**src/rtl/ace_snapshot_unpacker_pkg.sv**
```systemverilog
// Shared types and constants for the Jupiter ACE snapshot unpacker.
package ace_pkg;

    typedef enum logic [2:0] {
        IDLE    = 3'd0,
        LIT     = 3'd1,
        GOT_ESC = 3'd2,
        GOT_CNT = 3'd3,
        RUN     = 3'd4,
        DONE    = 3'd5
    } state_t;

    localparam logic [7:0]  ACE_ESC      = 8'hED;
    localparam logic [15:0] ACE_RAM_BASE = 16'h2000;
    localparam logic [15:0] ACE_RAM_LEN  = 16'h6000;

endpackage

```
**src/rtl/ace_snapshot_unpacker.sv**
```systemverilog
// Expands an RLE-compressed .ACE snapshot arriving on the ioctl download port
// into sequential loader RAM writes, stalling the stream while a run expands.
module ace_snapshot_unpacker
    import ace_pkg::*;
#(
    parameter logic [15:0] BASE_ADDR = ACE_RAM_BASE,
    parameter logic [15:0] MAX_LEN   = ACE_RAM_LEN,
    parameter logic [7:0]  ESC       = ACE_ESC
) (
    input  logic        clk_sys,
    input  logic        reset_n,
    input  logic        ioctl_download,
    input  logic        ioctl_wr,
    input  logic [7:0]  ioctl_dout,
    output logic        ioctl_wait,
    output logic        loader_en,
    output logic [15:0] loader_addr,
    output logic [7:0]  loader_data,
    output logic        loader_wr,
    output logic        done,
    output logic        overflow,
    output logic        proto_err
);

    state_t      state_q, state_d;
    logic [7:0]  cnt_q, cnt_d;     // run length latched from the count byte
    logic [7:0]  run_q, run_d;     // writes still to issue in the current run
    logic [7:0]  val_q, val_d;     // byte being repeated by the current run
    logic        dl_rise, dl_fall;

    logic        wr_d, wait_d, done_d, ovf_d, perr_d;
    logic [7:0]  data_d;
    logic [15:0] addr_d;
    logic        wr_req;
    logic [7:0]  wr_byte;

    // loader_en doubles as the delayed download flag for edge detection
    assign dl_rise = ioctl_download & ~loader_en;
    assign dl_fall = ~ioctl_download & loader_en;

    // State register
    always_ff @(posedge clk_sys or negedge reset_n) begin
        if (!reset_n) state_q <= IDLE;
        else          state_q <= state_d;
    end

    // Next-state decode; download edges override the decoder
    always_comb begin
        state_d = state_q;
        if (dl_rise) begin
            state_d = LIT;
        end else if (dl_fall) begin
            state_d = IDLE;
        end else begin
            case (state_q)
                LIT:     if (ioctl_wr && ioctl_dout == ESC) state_d = GOT_ESC;
                GOT_ESC: if (ioctl_wr) state_d = (ioctl_dout == 8'h00) ? DONE : GOT_CNT;
                GOT_CNT: if (ioctl_wr) state_d = RUN;
                RUN:     if (run_q == 8'd0) state_d = LIT;
                default: state_d = state_q;
            endcase
        end
    end

    // Output and datapath next values; a write request is suppressed once
    // the output window is full, in which case the address holds
    always_comb begin
        wr_d    = 1'b0;
        wait_d  = 1'b0;
        data_d  = loader_data;
        addr_d  = loader_addr + {15'd0, loader_wr};
        done_d  = done;
        ovf_d   = overflow;
        perr_d  = proto_err;
        cnt_d   = cnt_q;
        run_d   = run_q;
        val_d   = val_q;
        wr_req  = 1'b0;
        wr_byte = val_q;

        if (dl_rise) begin
            addr_d = BASE_ADDR;
            done_d = 1'b0;
            ovf_d  = 1'b0;
            perr_d = 1'b0;
        end else if (dl_fall) begin
            if (state_q == GOT_ESC || state_q == GOT_CNT || state_q == RUN)
                perr_d = 1'b1;
        end else begin
            // a byte offered while stalled is lost
            if (ioctl_wr && ioctl_wait) perr_d = 1'b1;
            case (state_q)
                LIT: begin
                    if (ioctl_wr && ioctl_dout != ESC) begin
                        wr_req  = 1'b1;
                        wr_byte = ioctl_dout;
                    end
                end
                GOT_ESC: begin
                    if (ioctl_wr) begin
                        if (ioctl_dout == 8'h00) done_d = 1'b1;
                        else                     cnt_d  = ioctl_dout;
                    end
                end
                GOT_CNT: begin
                    if (ioctl_wr) begin
                        wr_req  = 1'b1;
                        wr_byte = ioctl_dout;
                        val_d   = ioctl_dout;
                        run_d   = cnt_q - 8'd1;
                        wait_d  = 1'b1;
                    end
                end
                RUN: begin
                    if (run_q != 8'd0) begin
                        wr_req = 1'b1;
                        run_d  = run_q - 8'd1;
                        wait_d = 1'b1;
                    end
                end
                default: ;
            endcase
        end

        if (wr_req) begin
            if ((addr_d - BASE_ADDR) == MAX_LEN) begin
                ovf_d = 1'b1;
            end else begin
                wr_d   = 1'b1;
                data_d = wr_byte;
            end
        end
    end

    // Registered outputs and run bookkeeping
    always_ff @(posedge clk_sys or negedge reset_n) begin
        if (!reset_n) begin
            ioctl_wait  <= 1'b0;
            loader_en   <= 1'b0;
            loader_addr <= BASE_ADDR;
            loader_data <= 8'h00;
            loader_wr   <= 1'b0;
            done        <= 1'b0;
            overflow    <= 1'b0;
            proto_err   <= 1'b0;
            cnt_q       <= 8'h00;
            run_q       <= 8'h00;
            val_q       <= 8'h00;
        end else begin
            ioctl_wait  <= wait_d;
            loader_en   <= ioctl_download;
            loader_addr <= addr_d;
            loader_data <= data_d;
            loader_wr   <= wr_d;
            done        <= done_d;
            overflow    <= ovf_d;
            proto_err   <= perr_d;
            cnt_q       <= cnt_d;
            run_q       <= run_d;
            val_q       <= val_d;
        end
    end

endmodule

```
**config.mk**
```make
export PLATFORM = sky130hd
export DESIGN_NAME = ace_snapshot_unpacker
export DESIGN_NICKNAME = d
export VERILOG_FILES = /design/src/rtl/ace_snapshot_unpacker_pkg.sv /design/src/rtl/ace_snapshot_unpacker.sv
export SDC_FILE = /design/constraint.sdc
export NUM_CORES = 1
export LEC_CHECK = 0
export ABC_AREA = 1
export ABC_CLOCK_PERIOD_IN_PS = 4740
export BUFFER_PORTS_ARGS = -buffer_cell sky130_fd_sc_hd__buf_2
export CAP_MARGIN = 0
export CORE_MARGIN = 2
export CORE_UTILIZATION = 45
export DETAILED_ROUTE_END_ITERATION = 8
export GPL_ROUTABILITY_DRIVEN = 0
export PLACE_DENSITY = 0.63
export SYNTH_ARGS = -nofsm -noshare
export SYNTH_HDL_FRONTEND = slang
export SYNTH_SLANG_ARGS = --single-unit
```
**constraint.sdc**
```tcl
create_clock -name clk_sys -period 4.74 [get_ports clk_sys]
set_input_delay 0.237 -clock clk_sys [delete_from_list [all_inputs] [get_ports clk_sys]]
set_output_delay 0.237 -clock clk_sys [all_outputs]
set_load 0.02 [all_outputs]
```
==> out/qor.txt <==
Post-synthesis instance total: 461
WL final: 7.76 mm
Final core occ: 0.529
DRC: 0
Crit-path cells: ha_1 -> nand2_2 -> inv_1 -> nand3_2 -> nor2_2 -> nand2_1 -> o21bai_1 -> o211ai_1 -> ha_1 -> o21bai_1 -> nor2_1 -> nand3_1 -> nor2_1 -> nand2_2 -> nor2_4 -> nand3_4 -> nand2_4 -> nand2_1 -> nand2_1
Synth-to-Final Area Change: 14.3%
CP startpoint: loader_wr
Initial Util: 0.463
RSZ-0062 raised after global routing: no
WP buf/inv: 1
Root Buffer: clkbuf_8
Fin. max-slew vios: 0
Synth Net Count: 479
CP Launch Type: register
Total grt overflow: 0
IO Count: 42
Post-synth EDFFs: 0
Worst vdd ir: 0.255 mV
Clk slew on worst S/H paths: 70 ps
Dominant cell type by area after synthesis: dfrtp_1
Vias per cell: 4.97
Final design area excluding fillers: 3820 um^2
Max-cap check violation count: 0
WP data required: 5030 ps
Fin Setup TNS: 0 ps
Synth async-reset ratio: 1.00
Status: completed
Port bufs: 41
Mapped Area: 3340 um^2
Post-synth top area share: 0.420
N_diodes: 0
Crit-path max FO: 10
H-tree Lvls: 3
Placed cell count: 593
Yosys reg bits: 57
Clock Latency Late Sink: 350 ps
Slowest stage delay, CP: 380 ps
Final worst slack: 2070 ps
Dpl hpwl: 5.70 mm
Routed len/inst: 12.8 um
FF-to-FF Start: loader_wr
Filler Cell Count: 750
Post-CTS Resized: 0
Clock sink count: 57
Skew final: 8.72 ps
Share of layout cells above drive strength 1: 0.175
DR iter-0 viols: 122
Die Area: 8130 um^2
Top FF cell, synth: dfrtp_1
Seq/Total Area, Yosys: 0.428
Final hold violation count: 0
Die W: 90.1 um
Worst slack at placement: 2070 ps
Placed Instance Area: 3620 um^2
Tcrit/Tclk final: 0.563
Critical path's slowest cell: dfrtp_1
Crit end category: register
FP Rows: 31
Vias in the first global route: 2885
Pin count of the biggest net entering global routing: 58
GRT Util Overall: 0.207
Slew of the pin with the lowest slew margin: 911 ps
Max Root-Sink Buffers: 2
Mean post-synth cell area: 7.24 um^2
Std-Cell Core Area: 7210 um^2
Num CTS Buffers: 9
Pre-Repair DR Iteration Count: 4
Most used cell, CP: nand2_1
Max Fclk: 0.375 GHz
Final cell count without fillers: 608
Cell family with most CP delay: simple AND/OR/NAND/NOR gates
Ys Warns: 0
DRT antenna net count: 0
CP arrival: 2960 ps
Tmin final: 2670 ps
Pleak: 2.08 nW
First-pass GRT wire length: 13.4 mm
Yosys cell types: 32
CTS tree: done
Die H: 90.1 um
Most frequent cell after synthesis: nand2_1
Register area: 1430 um^2
Ranking of synthesized cells by area: dfrtp_1 (42%), nand2_1 (16%), inv_1 (7.9%), o21ai_0 (6.3%), nand3_1 (5.1%)
Hold_buf cts: 0
Pwr Total: 1.89 mW
Area of the multi-input gates: 1580 um^2
Slew margin rel.: 0.391
Setup Fix Bufs, Post-CTS: 0
Final net count: 523
Via count: 3019
CP Class: reg2reg
# setup viols final: 0
Antenna violations before repair: 0
Hold WS: 23.0 ps
HP Class: in2reg
P per Cell Area: 496 nW/um^2
Synth top cells by count: nand2_1 (139), inv_1 (70), dfrtp_1 (56), o21ai_0 (42), nor2_1 (35)
HP Start: ioctl_download
-- path summary, 6_finish.rpt --
kind / end / slack, ps / cells after the start
max in group asynchronous: loader_data[4] / 4220 / 2
setup / recovery: loader_data[2] / 2070 / 19
min in group asynchronous: loader_addr[5] / 40 / 2
setup reg to reg: loader_data[2] / 2070 / 19
hold / removal: loader_en / 20 / 1
hold reg to reg: loader_data[6] / 470 / 2
-- registers in the layout, indices dropped and copies added, names as in the netlist, 3 cells and up --
| name | count |
|---|---|
| run_q | 8 |
| cnt_q | 8 |
| val_q | 8 |
| loader_addr | 16 |
| state_q | 3 |
| loader_data | 8 |
-- final cells by class --
cell class,count,area share
multi-input combinational,322,0.415
sequential,57,0.374
clock inverter,3,0.0105
tap,99,0.0324
inverter,73,0.0718
timing repair buffer,42,0.0557
clock buffer,12,0.0406
-- routing by layer --
layer	GRT usage	up-vias	wire [um]
li1	-	1542	-
met1	0.261	1392	3540
met2	0.346	74	3780
met3	0.0335	11	339
met4	0.101	0	103
met5	0	-	0
-- cell families (layout without fill, tap and decap cells) --
family	after synthesis	count (layout)	synth area share
buffers and inverters	82	130	0.0982
AO/OA/AOI/OAI	61	61	0.0970
AND/OR/NAND/NOR	250	250	0.340
XOR/XNOR	3	3	0.00787
flip-flops	57	57	0.428
multiplexers	2	2	0.00674
adder cells (fa/ha/maj)	6	6	0.0225
-- worst register-to-register path: stages, from the launching register on --
cell and delay (ps):
dfrtp_1 380, ha_1 170, nand2_2 70, inv_1 120, nand3_2 100, nor2_2 100, nand2_1 70, o21bai_1 120
o211ai_1 120, ha_1 290, o21bai_1 150, nor2_1 110, nand3_1 70, nor2_1 140, nand2_2 80, nor2_4 100
nand3_4 140, nand2_4 150, nand2_1 60, nand2_1 50
-- power by group --
group	total (mW)	switching [mW]	internal [mW]	leakage [nW]
clock network	0.465	0.198	0.267	0.102
registers	0.742	0.100	0.641	0.729
logic	0.686	0.453	0.233	1.25
-- cells in the final DEF, fill, tap and decap left out, types with 2 or more instances in the layout --
cell type,n
inv_2,2
xor2_1,3
inv_1,70
o22ai_1,2
buf_2,41
mux2_2,2
o21ai_1,7
a21oi_1,3
o21ai_0,42
a31oi_1,2
dfrtp_1,56
nand2_1,139
nand3_1,34
o21bai_1,2
nor2_2,8
clkinv_2,2
clkbuf_8,11
nor2_4,7
nor3_1,7
nand2_2,8
nand4_1,7
o211ai_1,2
nor2_1,35
ha_1,6
No activity file was read; power rests on OpenSTA's default activity.
